## src/rtl/code_lock_pkg.sv

```systemverilog
`default_nettype none
// ============================================================================
// Module   : code_lock_pkg
// Brief    : Shared types and 7-segment glyphs for the code lock
//            (glyphs used when CODE_LOCK_HEX_EN is defined).
// Revision : 1.0
// ============================================================================
package code_lock_pkg;

    typedef enum logic [1:0] {
        ST_ENTRY   = 2'd0,
        ST_OPEN    = 2'd1,
        ST_CLOSED  = 2'd2,
        ST_LOCKOUT = 2'd3
    } state_t;

    typedef enum logic [2:0] {
        DISP_BLANK   = 3'd0,
        DISP_DIGIT   = 3'd1,
        DISP_ERROR   = 3'd2,
        DISP_OPEN    = 3'd3,
        DISP_CLOSED  = 3'd4,
        DISP_LOCKOUT = 3'd5
    } disp_mode_t;

    // Active-low segments, bit 6 = g ... bit 0 = a
    localparam logic [6:0] c_SEG_0   = 7'h40;
    localparam logic [6:0] c_SEG_1   = 7'h79;
    localparam logic [6:0] c_SEG_2   = 7'h24;
    localparam logic [6:0] c_SEG_3   = 7'h30;
    localparam logic [6:0] c_SEG_4   = 7'h19;
    localparam logic [6:0] c_SEG_5   = 7'h12;
    localparam logic [6:0] c_SEG_6   = 7'h02;
    localparam logic [6:0] c_SEG_7   = 7'h78;
    localparam logic [6:0] c_SEG_8   = 7'h00;
    localparam logic [6:0] c_SEG_9   = 7'h10;
    localparam logic [6:0] c_SEG_O   = 7'h40;
    localparam logic [6:0] c_SEG_C   = 7'h46;
    localparam logic [6:0] c_SEG_E   = 7'h06;
    localparam logic [6:0] c_SEG_R   = 7'h2F;
    localparam logic [6:0] c_SEG_P   = 7'h0C;
    localparam logic [6:0] c_SEG_N   = 7'h2B;
    localparam logic [6:0] c_SEG_L   = 7'h47;
    localparam logic [6:0] c_SEG_S   = 7'h12;
    localparam logic [6:0] c_SEG_D   = 7'h21;
    localparam logic [6:0] c_SEG_OFF = 7'h7F;

    function automatic logic [6:0] seg_digit(input logic [3:0] d);
        logic [6:0] s;
        case (d)
            4'd0:    s = c_SEG_0;
            4'd1:    s = c_SEG_1;
            4'd2:    s = c_SEG_2;
            4'd3:    s = c_SEG_3;
            4'd4:    s = c_SEG_4;
            4'd5:    s = c_SEG_5;
            4'd6:    s = c_SEG_6;
            4'd7:    s = c_SEG_7;
            4'd8:    s = c_SEG_8;
            4'd9:    s = c_SEG_9;
            default: s = c_SEG_OFF;
        endcase
        return s;
    endfunction

endpackage
`default_nettype wire

```

## src/rtl/code_lock_if.sv

```systemverilog
`default_nettype none
// ============================================================================
// Module   : code_lock_if
// Brief    : Digit-entry / status bundle of the code lock; the hex bus
//            exists only when CODE_LOCK_HEX_EN is defined.
// Revision : 1.0
// ============================================================================
interface code_lock_if #(
    parameter int DIGITS   = 6,
    parameter int MAX_FAIL = 3
);
    localparam int c_IDX_W  = $clog2(DIGITS + 1);
    localparam int c_FAIL_W = $clog2(MAX_FAIL + 1);

    logic [3:0]          digit;
    logic                digit_valid;
    logic                retry;
    logic                is_open;
    logic                is_closed;
    logic                locked_out;
    logic                bad_digit;
    logic [c_IDX_W-1:0]  digit_idx;
    logic [c_FAIL_W-1:0] fail_cnt;
`ifdef CODE_LOCK_HEX_EN
    logic [41:0]         hex;

    modport master (output digit, digit_valid, retry,
                    input  is_open, is_closed, locked_out, bad_digit, digit_idx, fail_cnt, hex);
    modport slave  (input  digit, digit_valid, retry,
                    output is_open, is_closed, locked_out, bad_digit, digit_idx, fail_cnt, hex);
`else
    modport master (output digit, digit_valid, retry,
                    input  is_open, is_closed, locked_out, bad_digit, digit_idx, fail_cnt);
    modport slave  (input  digit, digit_valid, retry,
                    output is_open, is_closed, locked_out, bad_digit, digit_idx, fail_cnt);
`endif
endinterface
`default_nettype wire

```

## src/rtl/code_lock_seg7.sv

```systemverilog
`default_nettype none
// ============================================================================
// Module   : code_lock_seg7
// Brief    : Maps display mode / digit to six active-low 7-segment glyphs
//            (HEX5..HEX0, text right-justified). Used under CODE_LOCK_HEX_EN.
// Revision : 1.0
// ============================================================================
module code_lock_seg7
    import code_lock_pkg::*;
(
    input  disp_mode_t  i_mode,
    input  logic [3:0]  i_digit,
    output logic [41:0] o_hex
);

    always_comb begin
        o_hex = {6{c_SEG_OFF}};
        case (i_mode)
            DISP_DIGIT:   o_hex = {{5{c_SEG_OFF}}, seg_digit(i_digit)};
            DISP_ERROR:   o_hex = {c_SEG_OFF, c_SEG_E, c_SEG_R, c_SEG_R, c_SEG_O, c_SEG_R};
            DISP_OPEN:    o_hex = {c_SEG_OFF, c_SEG_OFF, c_SEG_O, c_SEG_P, c_SEG_E, c_SEG_N};
            DISP_CLOSED:  o_hex = {c_SEG_C, c_SEG_L, c_SEG_O, c_SEG_S, c_SEG_E, c_SEG_D};
            DISP_LOCKOUT: o_hex = {c_SEG_OFF, c_SEG_OFF, c_SEG_L, c_SEG_O, c_SEG_C, c_SEG_D};
            default:      o_hex = {6{c_SEG_OFF}};
        endcase
    end

endmodule
`default_nettype wire

```

## src/rtl/code_lock_fsm.sv

```systemverilog
`default_nettype none
// ============================================================================
// Module   : code_lock_fsm
// Brief    : Parametrised BCD combination lock with retry, failed-attempt
//            lockout and bad-digit flag; CODE_LOCK_HEX_EN adds a HEX display.
// Revision : 1.0
// ============================================================================
module code_lock_fsm
    import code_lock_pkg::*;
#(
    parameter int                  DIGITS         = 6,
    parameter logic [4*DIGITS-1:0] CODE           = 24'h722297,
    parameter int                  MAX_FAIL       = 3,
    parameter int                  LOCKOUT_CYCLES = 16
) (
    input logic        clk,
    input logic        rst,
    code_lock_if.slave bus
);

    localparam int c_IDX_W  = $clog2(DIGITS + 1);
    localparam int c_FAIL_W = $clog2(MAX_FAIL + 1);
    localparam int c_CNT_W  = (LOCKOUT_CYCLES > 1) ? $clog2(LOCKOUT_CYCLES) : 1;

    state_t              r_state;
    logic [c_IDX_W-1:0]  r_digit_idx;
    logic                r_mismatch;
    logic [c_FAIL_W-1:0] r_fail_cnt;
    logic [c_CNT_W-1:0]  r_lock_cnt;
    logic                r_bad_digit;

    logic [3:0] w_code_nibble;
    logic       w_digit_ok;
    logic       w_final;
    logic       w_any_mismatch;
    logic       w_fail_limit;

    // First entered digit is the most-significant nibble of CODE
    always_comb begin
        w_code_nibble = 4'd0;
        for (int i = 0; i < DIGITS; i++) begin
            if (r_digit_idx == c_IDX_W'(i)) begin
                w_code_nibble = CODE[4*(DIGITS-1-i) +: 4];
            end
        end
    end

    assign w_digit_ok     = (bus.digit <= 4'd9);
    assign w_final        = (r_digit_idx == c_IDX_W'(DIGITS - 1));
    assign w_any_mismatch = r_mismatch | (bus.digit != w_code_nibble);
    assign w_fail_limit   = ((int'(r_fail_cnt) + 1) >= MAX_FAIL);

    always_ff @(posedge clk) begin
        if (rst) begin
            r_state     <= ST_ENTRY;
            r_digit_idx <= '0;
            r_mismatch  <= 1'b0;
            r_fail_cnt  <= '0;
            r_lock_cnt  <= '0;
            r_bad_digit <= 1'b0;
        end else begin
            r_bad_digit <= 1'b0;
            case (r_state)
                ST_ENTRY: begin
                    if (bus.retry) begin
                        r_digit_idx <= '0;
                        r_mismatch  <= 1'b0;
                    end else if (bus.digit_valid && !w_digit_ok) begin
                        r_bad_digit <= 1'b1;
                    end else if (bus.digit_valid) begin
                        r_digit_idx <= r_digit_idx + 1'b1;
                        r_mismatch  <= w_any_mismatch;
                        if (w_final) begin
                            if (!w_any_mismatch) begin
                                r_state    <= ST_OPEN;
                                r_fail_cnt <= '0;
                            end else if (w_fail_limit) begin
                                r_state    <= ST_LOCKOUT;
                                r_fail_cnt <= c_FAIL_W'(MAX_FAIL);
                                r_lock_cnt <= c_CNT_W'(LOCKOUT_CYCLES - 1);
                            end else begin
                                r_state    <= ST_CLOSED;
                                r_fail_cnt <= r_fail_cnt + 1'b1;
                            end
                        end
                    end
                end
                ST_OPEN, ST_CLOSED: begin
                    if (bus.retry) begin
                        r_state     <= ST_ENTRY;
                        r_digit_idx <= '0;
                        r_mismatch  <= 1'b0;
                        if (r_state == ST_OPEN) begin
                            r_fail_cnt <= '0;
                        end
                    end
                end
                ST_LOCKOUT: begin
                    if (r_lock_cnt == '0) begin
                        r_state     <= ST_ENTRY;
                        r_fail_cnt  <= '0;
                        r_digit_idx <= '0;
                        r_mismatch  <= 1'b0;
                    end else begin
                        r_lock_cnt <= r_lock_cnt - 1'b1;
                    end
                end
                default: r_state <= ST_ENTRY;
            endcase
        end
    end

    assign bus.is_open    = (r_state == ST_OPEN);
    assign bus.is_closed  = (r_state == ST_CLOSED);
    assign bus.locked_out = (r_state == ST_LOCKOUT);
    assign bus.bad_digit  = r_bad_digit;
    assign bus.digit_idx  = r_digit_idx;
    assign bus.fail_cnt   = r_fail_cnt;

`ifdef CODE_LOCK_HEX_EN
    logic       r_err_shown;
    logic [3:0] r_last_digit;
    disp_mode_t w_mode;

    // "ErrOr" persists from an invalid digit until the next accepted one
    always_ff @(posedge clk) begin
        if (rst) begin
            r_err_shown  <= 1'b0;
            r_last_digit <= 4'd0;
        end else if (r_state != ST_ENTRY || bus.retry) begin
            r_err_shown <= 1'b0;
        end else if (bus.digit_valid) begin
            if (w_digit_ok) begin
                r_err_shown  <= 1'b0;
                r_last_digit <= bus.digit;
            end else begin
                r_err_shown <= 1'b1;
            end
        end
    end

    always_comb begin
        w_mode = DISP_BLANK;
        case (r_state)
            ST_OPEN:    w_mode = DISP_OPEN;
            ST_CLOSED:  w_mode = DISP_CLOSED;
            ST_LOCKOUT: w_mode = DISP_LOCKOUT;
            default: begin
                if (r_err_shown) begin
                    w_mode = DISP_ERROR;
                end else if (r_digit_idx != '0) begin
                    w_mode = DISP_DIGIT;
                end
            end
        endcase
    end

    code_lock_seg7 u_seg7 (
        .i_mode  (w_mode),
        .i_digit (r_last_digit),
        .o_hex   (bus.hex)
    );
`endif

endmodule
`default_nettype wire

```

## src/flat_wrapper.sv

```systemverilog
// flat-port wrapper written by rule: the top's interface ports become plain ports
module code_lock_fsm_flat import code_lock_pkg::*;
#(
    parameter int                  DIGITS         = 6,
    parameter logic [4*DIGITS-1:0] CODE           = 24'h722297,
    parameter int                  MAX_FAIL       = 3,
    parameter int                  LOCKOUT_CYCLES = 16
)
  (clk, rst, bus_digit, bus_digit_valid, bus_retry, bus_is_open, bus_is_closed, bus_locked_out, bus_bad_digit, bus_digit_idx, bus_fail_cnt);
  code_lock_if #(.DIGITS(DIGITS), .MAX_FAIL(MAX_FAIL)) bus_i ();
  input logic clk;
  input logic rst;
  input wire logic [$bits(bus_i.digit)-1:0] bus_digit;
  input wire logic [$bits(bus_i.digit_valid)-1:0] bus_digit_valid;
  input wire logic [$bits(bus_i.retry)-1:0] bus_retry;
  output wire logic [$bits(bus_i.is_open)-1:0] bus_is_open;
  output wire logic [$bits(bus_i.is_closed)-1:0] bus_is_closed;
  output wire logic [$bits(bus_i.locked_out)-1:0] bus_locked_out;
  output wire logic [$bits(bus_i.bad_digit)-1:0] bus_bad_digit;
  output wire logic [$bits(bus_i.digit_idx)-1:0] bus_digit_idx;
  output wire logic [$bits(bus_i.fail_cnt)-1:0] bus_fail_cnt;
  assign bus_i.digit = bus_digit;
  assign bus_i.digit_valid = bus_digit_valid;
  assign bus_i.retry = bus_retry;
  assign bus_is_open = bus_i.is_open;
  assign bus_is_closed = bus_i.is_closed;
  assign bus_locked_out = bus_i.locked_out;
  assign bus_bad_digit = bus_i.bad_digit;
  assign bus_digit_idx = bus_i.digit_idx;
  assign bus_fail_cnt = bus_i.fail_cnt;
  code_lock_fsm #(.DIGITS(DIGITS), .CODE(CODE), .MAX_FAIL(MAX_FAIL), .LOCKOUT_CYCLES(LOCKOUT_CYCLES)) u_core (.clk(clk), .rst(rst), .bus(bus_i));
endmodule
```

## config.mk

```make
export PLATFORM = sky130hd
export DESIGN_NAME = code_lock_fsm_flat
export DESIGN_NICKNAME = d
export VERILOG_FILES = /design/src/rtl/code_lock_pkg.sv /design/src/rtl/code_lock_if.sv /design/src/rtl/code_lock_seg7.sv /design/src/rtl/code_lock_fsm.sv /design/src/flat_wrapper.sv
export SDC_FILE = /design/constraint.sdc
export NUM_CORES = 1
export LEC_CHECK = 0
export ABC_CLOCK_PERIOD_IN_PS = 5400
export CORE_MARGIN = 4
export CORE_UTILIZATION = 55
export CTS_CLUSTER_DIAMETER = 50
export DETAILED_ROUTE_END_ITERATION = 6
export DONT_BUFFER_PORTS = 1
export PLACE_DENSITY_LB_ADDON = 0.3
export SYNTH_ARGS = -nofsm -noshare
export SYNTH_HDL_FRONTEND = slang
export SYNTH_HIERARCHICAL = 1
export SYNTH_SLANG_ARGS = --single-unit
```

## constraint.sdc

```tcl
create_clock -name clk -period 5.4 [get_ports clk]
set_input_delay 0.27 -clock clk [delete_from_list [all_inputs] [get_ports clk]]
set_output_delay 0.27 -clock clk [all_outputs]
set_load 0.01 [all_outputs]
```

==> results of run 1 <==
## logic make-up (layout without fill, tap and decap cells)
logic type,after synthesis,after routing,synth area share
compound gates,37,37,0.2695
xor+xnor,2,2,0.01788
fa+ha+maj,10,10,0.1277
buf+inv,18,20,0.07024
flops,13,13,0.2656
mux,1,1,0.01532
simple gates,38,38,0.2337
## stage by stage
stage	cell area [sq um]	worst slack (ns)	total power, mW	utilization
after global routing	1027	2.726	0.2041	0.6444
after CTS	1027	2.910	0.1950	0.6444
after floorplan	979.7	3.213	0.1301	-
after global placement	1001	3.026	0.1333	0.6279
final	1027	2.889	0.1923	0.6444
after detailed placement	1001	2.923	0.1345	0.6279
## layout by cell type (no fill, tap or decap), types with 2 or more instances in the layout
cell type,n
a31oi_1,3
o21ai_1,2
nand2_1,6
clkbuf_4,3
o21a_1,2
dfxtp_1,13
nor2b_1,5
ha_1,10
o21ai_0,2
nor2_1,7
or3_1,2
inv_1,16
nor3_1,3
a41oi_1,2
a211oi_1,2
nand2b_1,3
a21oi_1,11
## report_power, final
part | switching [mW] | internal [mW] | total [mW]
registers | 0.00328 | 0.0978 | 0.101
clock network | 0.0313 | 0.0287 | 0.0600
logic | 0.0163 | 0.0149 | 0.0312
total | 0.0509 | 0.141 | 0.192
## flip-flops by register name, indices dropped and copies added (netlist names)
name / cells
u_core/bus.digit_idx: 3
u_core/r_state: 2
u_core/bus.bad_digit: 1
u_core/bus.fail_cnt: 2
u_core/r_mismatch: 1
u_core/r_lock_cnt: 4
## worst register-to-register path, cell delays in order, from the launching register on
cell	delay, ns
dfxtp_1	0.54
inv_1	0.16
ha_1	0.28
nor4b_2	0.32
xor2_1	0.12
a211oi_2	0.31
nand3_1	0.25
a211o_1	0.36
a21oi_2	0.12
## routing by layer
metal  vias to the layer above  GRT usage  part of all wire
li1                        434          -                 -
met1                       410     0.2351              0.45
met2                        26     0.2696              0.44
met3                        11    0.06805             0.071
met4                         0     0.1290             0.040
met5                         -          0                 0
## path summary, 6_finish.rpt
| kind | startpoint | slack [ns] | end | cells past startpoint |
|---|---|---|---|---|
| worst min register to register | u_core/r_lock_cnt[0] | 0.49 | u_core/r_lock_cnt[0] | 2 |
| worst min-delay path | rst | 0.04 | u_core/r_state[0] | 1 |
| worst max-delay path | u_core/bus.digit_idx[2] | 2.89 | u_core/r_state[0] | 8 |
| worst max register to register | u_core/bus.digit_idx[2] | 2.89 | u_core/r_state[0] | 8 |
## cell type report
| type | instances | area [sq um] | share of cell area |
|---|---|---|---|
| Inverter | 16 | 60.06 | 0.05847 |
| Clock buffer | 4 | 26.28 | 0.02558 |
| Multi-Input combinational cell | 88 | 650.6 | 0.6334 |
| Tap cell | 24 | 30.03 | 0.02923 |
| Sequential cell | 13 | 260.3 | 0.2533 |
==> impl_summary.txt, run 1 <==
----------------------------------------------------
[Finish]
  NumNets Final ... between 100 and 150
  Antenna cells ... 0
  Fraction of layout cells with a size suffix above 1 ... 0.08264
  Synth-to-Final Area Change ... 4.854%
  Count of non-filler cells in the finished layout ... roughly 150
  Final-layout fill cell count ... approximately 150

[Clocking]
  Clk Latency, worst-skew pair ... ~0.28 ns
  TritonCTS clock tree ... built
  Maximum count of clock buffers along a single path ... 2
  Post-CTS setup buffer count ... 0
  Clock sink count ... 13
  Number of buffers inserted during clock tree synthesis ... 3
  Cts repair resizes ... 0
  CTS HTree Levels ... 1
  Buffer type at the clock tree root ... clkbuf_4
  Clock slew at the register clock pins of the worst setup and hold paths ... ~0.08 ns
  Post-cts hold buffer count ... 0

[Detailed routing]
  DRC ... 0
  Number of iterations in the first detailed-routing pass ... 4
  Remaining antenna violation count ... 0
  Final routed wire length divided by cell count ... approximately 14 um
  Detailed router's first-iteration violation count ... 16
  Number of vias per cell ... about 6
  Routed vias ... roughly 880
  Routed wire length ... ~2100 um

[Die]
  Area of the core ... roughly 0.0016 sq mm
  Count of pins on the block boundary ... 17
  Site row count ... 14
  Die Area ... about 0.0025 sq mm
  Chip Width ... between 50 and 60 um
  Height of the die ... about 50 um
  Initial core utilization ... 0.6146

[Synth]
  Post-synthesis instance total ... between 100 and 150
  Most area-hungry cell type in the Yosys netlist ... dfxtp_1
  Post-synthesis net count ... around 140
  Main area contributors after synthesis ... dfxtp_1, ha_1, inv_1, a21oi_1, nor2b_1
  Unique masters post-synth ... 46
  Post-synth top cells ... inv_1, dfxtp_1, a21oi_1, ha_1, nor2_1
  Top-count cell post-synth ... inv_1
  Mean instance size in the synthesized netlist ... just over 8 sq um
  Share of flip-flops with an asynchronous set or reset ... 0
  Most used flip-flop cell after synthesis ... dfxtp_1
  Cell area after synthesis ... 979.7 sq um
  Share of synthesized area occupied by flip-flops and latches ... 0.2656
  Total of warnings raised by yosys ... 6
  Share of the synthesized area in the top cell type ... 0.2656
  Flip-flop and latch count after synthesis ... 13
  Number of enable-type register cells in the synthesized netlist ... 0

[Placed design]
  DP HPWL ... approximately 1600 um
  Weighted congestion at the end of routability-driven global placement ... ~0.9
  Port Buffer Count ... 0
  Cell count after placement ... ~140

[Run]
  Max-cap violation count ... 0

[Timing]
  Setup-violating endpoint count in the final report ... 0
  Max-slew headroom ... 0.7083
  Pin slew with the least headroom to its limit ... about 0.43 ns
  Final Hold Fails ... 0
  RSZ-0062 raised after global routing ... no
  Worst hold-check slack ... 0.03956 ns
  Clock period minus final worst setup slack ... 2.511 ns
  Number of max-slew violations in the final report ... 0
  Setup TNS after final layout ... 0 ns
  Share of the clock period used by the worst path ... 0.4649
  Clock tree skew after final layout ... 0.003978 ns
  Max Clock Freq ... 0.3983 GHz

[Min path]
  Worst hold path class ... primary input to register

[Global routing]
  Antenna violations before repair ... 0
  Overall track demand over capacity in global routing ... 0.1887
  Wire length of the first global-routing pass ... roughly 3600 um
  Number of global-route vias before repair ... approximately 830
  Pin count of the biggest net entering global routing ... 16
  Congestion Overflow GR ... 0

[Critical path]
  Critical path capture point type ... register
  Highest net fanout along the worst path ... 9
  Startpoint type of the worst setup path ... register
  Data arrival time at the worst-slack endpoint ... approximately 2.7 ns
  Critical-path cell list ... inv_1, ha_1, nor4b_2, xor2_1, a211oi_2, nand3_1, a211o_1, a21oi_2
  Worst EP required ... approximately 5.6 ns
  Max incr delay on CP ... ~0.54 ns
  Type of the worst setup path ... register to register
  Dominant delay contributor by cell family on the critical path ... compound AO/OA/AOI/OAI gates
  Crit-path slowest cell ... dfxtp_1
  Count of buffering cells on the critical path with inverters included ... 1

[Power]
  Peak VDD IR ... roughly 0.16 mV
  Total power density per cell area ... 187.2 mW/mm^2
  Leakage power total ... ~0.39 nW

[Run status]
  Result of the run ... complete, no violations

----------------------------------------------------
(Power assumes the default switching activity.)
==> inputs of run 2 (changes only) <==
--- a/config.mk
+++ b/config.mk
@@ -5,7 +5,7 @@
 export SDC_FILE = /design/constraint.sdc
 export NUM_CORES = 1
 export LEC_CHECK = 0
-export ABC_CLOCK_PERIOD_IN_PS = 5400
+export ABC_CLOCK_PERIOD_IN_PS = 2600
 export CORE_MARGIN = 4
 export CORE_UTILIZATION = 55
 export CTS_CLUSTER_DIAMETER = 50
==> constraint.sdc (replaced) <==
create_clock -name clk -period 2.6 [get_ports clk]
set_input_delay 0.13 -clock clk [delete_from_list [all_inputs] [get_ports clk]]
set_output_delay 0.13 -clock clk [all_outputs]
set_load 0.01 [all_outputs]
==> impl_summary.txt, run 2 (same netlist as run 1, synthesis figures left out) <==
----------------------------------------------------
[Run status]
  Result of the run ... complete, no violations

[Power]
  Clock network fraction of total power ... 0.307
  Proportion of power drawn by combinational gates ... 0.174
  Leakage power total ... roughly 0.4 nW
  P_sw ... about 0.11 mW
  Internal Pwr Total ... a little under 0.3 mW
  Switching share of power ... 0.2684
  Peak VDD IR ... approximately 0.26 mV
  Total power density per cell area ... 383.2 mW/mm^2
  Seq pwr share ... 0.519

[Detailed routing]
  Routed wire length ... around 2200 um
  Detailed router's first-iteration violation count ... 17
  Number of vias per cell ... 5.946
  Met3 Wirelength ... 119 um
  Total length of routed met2 wires ... 1018 um
  Highest routed metal layer ... met4
  Wire length the detailed router placed on met1 ... between 900 and 1000 um
  DRC ... 0
  Final routed wire length divided by cell count ... approximately 15 um
  Routed vias ... a little under 900
  Number of iterations in the first detailed-routing pass ... 4
  Remaining antenna violation count ... 0

[Die]
  Count of pins on the block boundary ... 17
  Chip Width ... around 50 um
  Area of the core ... 0.001594 sq mm
  Die Area ... around 0.0025 sq mm
  Site row count ... 14
  Initial core utilization ... 0.6146
  Height of the die ... 50.21 um

[Global routing]
  Number of global-route vias before repair ... between 800 and 900
  Wire length of the first global-routing pass ... 3857 um
  Overall track demand over capacity in global routing ... 0.1975
  Pin count of the biggest net entering global routing ... 11
  Antenna violations before repair ... 0
  Congestion Overflow GR ... 0

[Clocking]
  Buffer type at the clock tree root ... clkbuf_4
  Clock slew at the register clock pins of the worst setup and hold paths ... around 0.080 ns
  CTS HTree Levels ... 1
  Cts repair resizes ... 0
  Clock sink count ... 13
  Post-CTS setup buffer count ... 0
  Clk Latency, worst-skew pair ... about 0.27 ns
  Number of buffers inserted during clock tree synthesis ... 3
  Maximum count of clock buffers along a single path ... 2
  TritonCTS clock tree ... built

[Run]
  Max-cap violation count ... 0

[Placed design]
  Placement Setup Slack ... between 0.2 and 0.25 ns
  Cell count after placement ... about 140
  Weighted congestion at the end of routability-driven global placement ... roughly 0.89
  DP HPWL ... approximately 1600 um
  Port Buffer Count ... 0

[Timing]
  Final Hold Fails ... 0
  Pin slew with the least headroom to its limit ... 0.4758 ns
  Clock period minus final worst setup slack ... roughly 2.4 ns
  Share of the clock period used by the worst path ... 0.9086
  Max-slew headroom ... 0.6806
  Max Clock Freq ... roughly 0.42 GHz
  Final WS setup ... roughly 0.24 ns
  Clock tree skew after final layout ... between 0.002 and 0.003 ns
  Number of max-slew violations in the final report ... 0
  RSZ-0062 raised after global routing ... no
  Setup TNS after final layout ... 0 ns
  Setup-violating endpoint count in the final report ... 0

[Finish]
  NumNets Final ... around 140
  Area of the multi-input gates ... roughly 650 sq um
  Synth-to-Final Area Change ... 7.663%
  Sequential cell area ... between 200 and 300 sq um
  Highest-count cells in the layout ignoring fill and taps ... inv_1, dfxtp_1, a21oi_1, ha_1, nor2_1
  Leading cell type in the layout, fill and taps excluded ... inv_1
  Count of non-filler cells in the finished layout ... around 150
  Final-layout fill cell count ... 130
  Fraction of layout cells with a size suffix above 1 ... 0.08871
  Flip-flop count of the largest register, all copies and words added ... 4
  Antenna cells ... 0
  Largest register by flop count ... u_core/r_lock_cnt

[Critical path]
  Worst EP required ... 2.81 ns
  Data arrival time at the worst-slack endpoint ... approximately 2.6 ns
  Critical path capture point type ... register
  Highest net fanout along the worst path ... 6
  Startpoint type of the worst setup path ... register
  Type of the worst setup path ... register to register

[Min path]
  Worst hold path class ... primary input to register

----------------------------------------------------
run 2: cell count changes in the layout (fill, tap and decap cells not counted):
cell | before | now
dlygate4sd3_1 | 0 | 2
buf_4 | 0 | 1
run 2: cell type report:
cell class,count,share of cell area
clock buffers,4,0.02491
inverters,16,0.05694
multi-input cells,88,0.6168
flip-flops and latches,13,0.2467
well taps,24,0.02847
repair buffers,3,0.02610
run 2: timing repair:
item,4_1_cts,5_1_grt
hold buffers,2,0
setup endpoints to repair,0,1
hold endpoints to repair,10,0
run 2: critical path, cell delays in order (launching register included):
cell and delay (ns):
dfxtp_1 0.40, ha_1 0.24, ha_1 0.23, nor4b_1 0.35
a31oi_1 0.11, xnor2_1 0.24, nand3_1 0.24, a211o_1 0.37
a21oi_2 0.12
run 2: metrics by stage:
step                hold WS (ns)  total power, mW    util  cell area, sq um
finish                   0.03229           0.4041  0.6617              1055
global route             0.01905           0.4308  0.6617              1055
CTS                      0.02494           0.4084  0.6617              1055
detailed placement        0.1975           0.2790  0.6327              1008
global placement          0.1952           0.2763  0.6327              1008
floorplan                 0.2061           0.2702       -             979.7
run 2: worst paths after layout:
kind | start | end | slack, ns | depth (start not counted)
worst max-delay path | u_core/bus.digit_idx[0] | u_core/r_state[0] | 0.24 | 8
worst min-delay path | rst | u_core/r_lock_cnt[0] | 0.03 | 2
worst max register to register | u_core/bus.digit_idx[0] | u_core/r_state[0] | 0.24 | 8
worst min register to register | u_core/r_lock_cnt[0] | u_core/r_lock_cnt[0] | 0.50 | 2
run 2: layer usage:
| metal | track usage | vias to the layer above |
|---|---|---|
| li1 | - | 442 |
| met1 | 0.2554 | 412 |
| met2 | 0.3196 | 22 |
| met3 | 0.03846 | 4 |
| met4 | 0.08295 | 0 |
| met5 | 0 | - |
run 2: power by group through the flow:
| stage | clock, mW | sequential, mW | combinational, mW |
|---|---|---|---|
| 2_1_floorplan | 0 | 0.213 | 0.0574 |
| 3_3_place_gp | 0 | 0.214 | 0.0625 |
| 3_5_place_dp | 0 | 0.214 | 0.0647 |
| 4_1_cts | 0.128 | 0.210 | 0.0703 |
| 5_1_grt | 0.140 | 0.211 | 0.0796 |
| 6_report | 0.124 | 0.210 | 0.0703 |
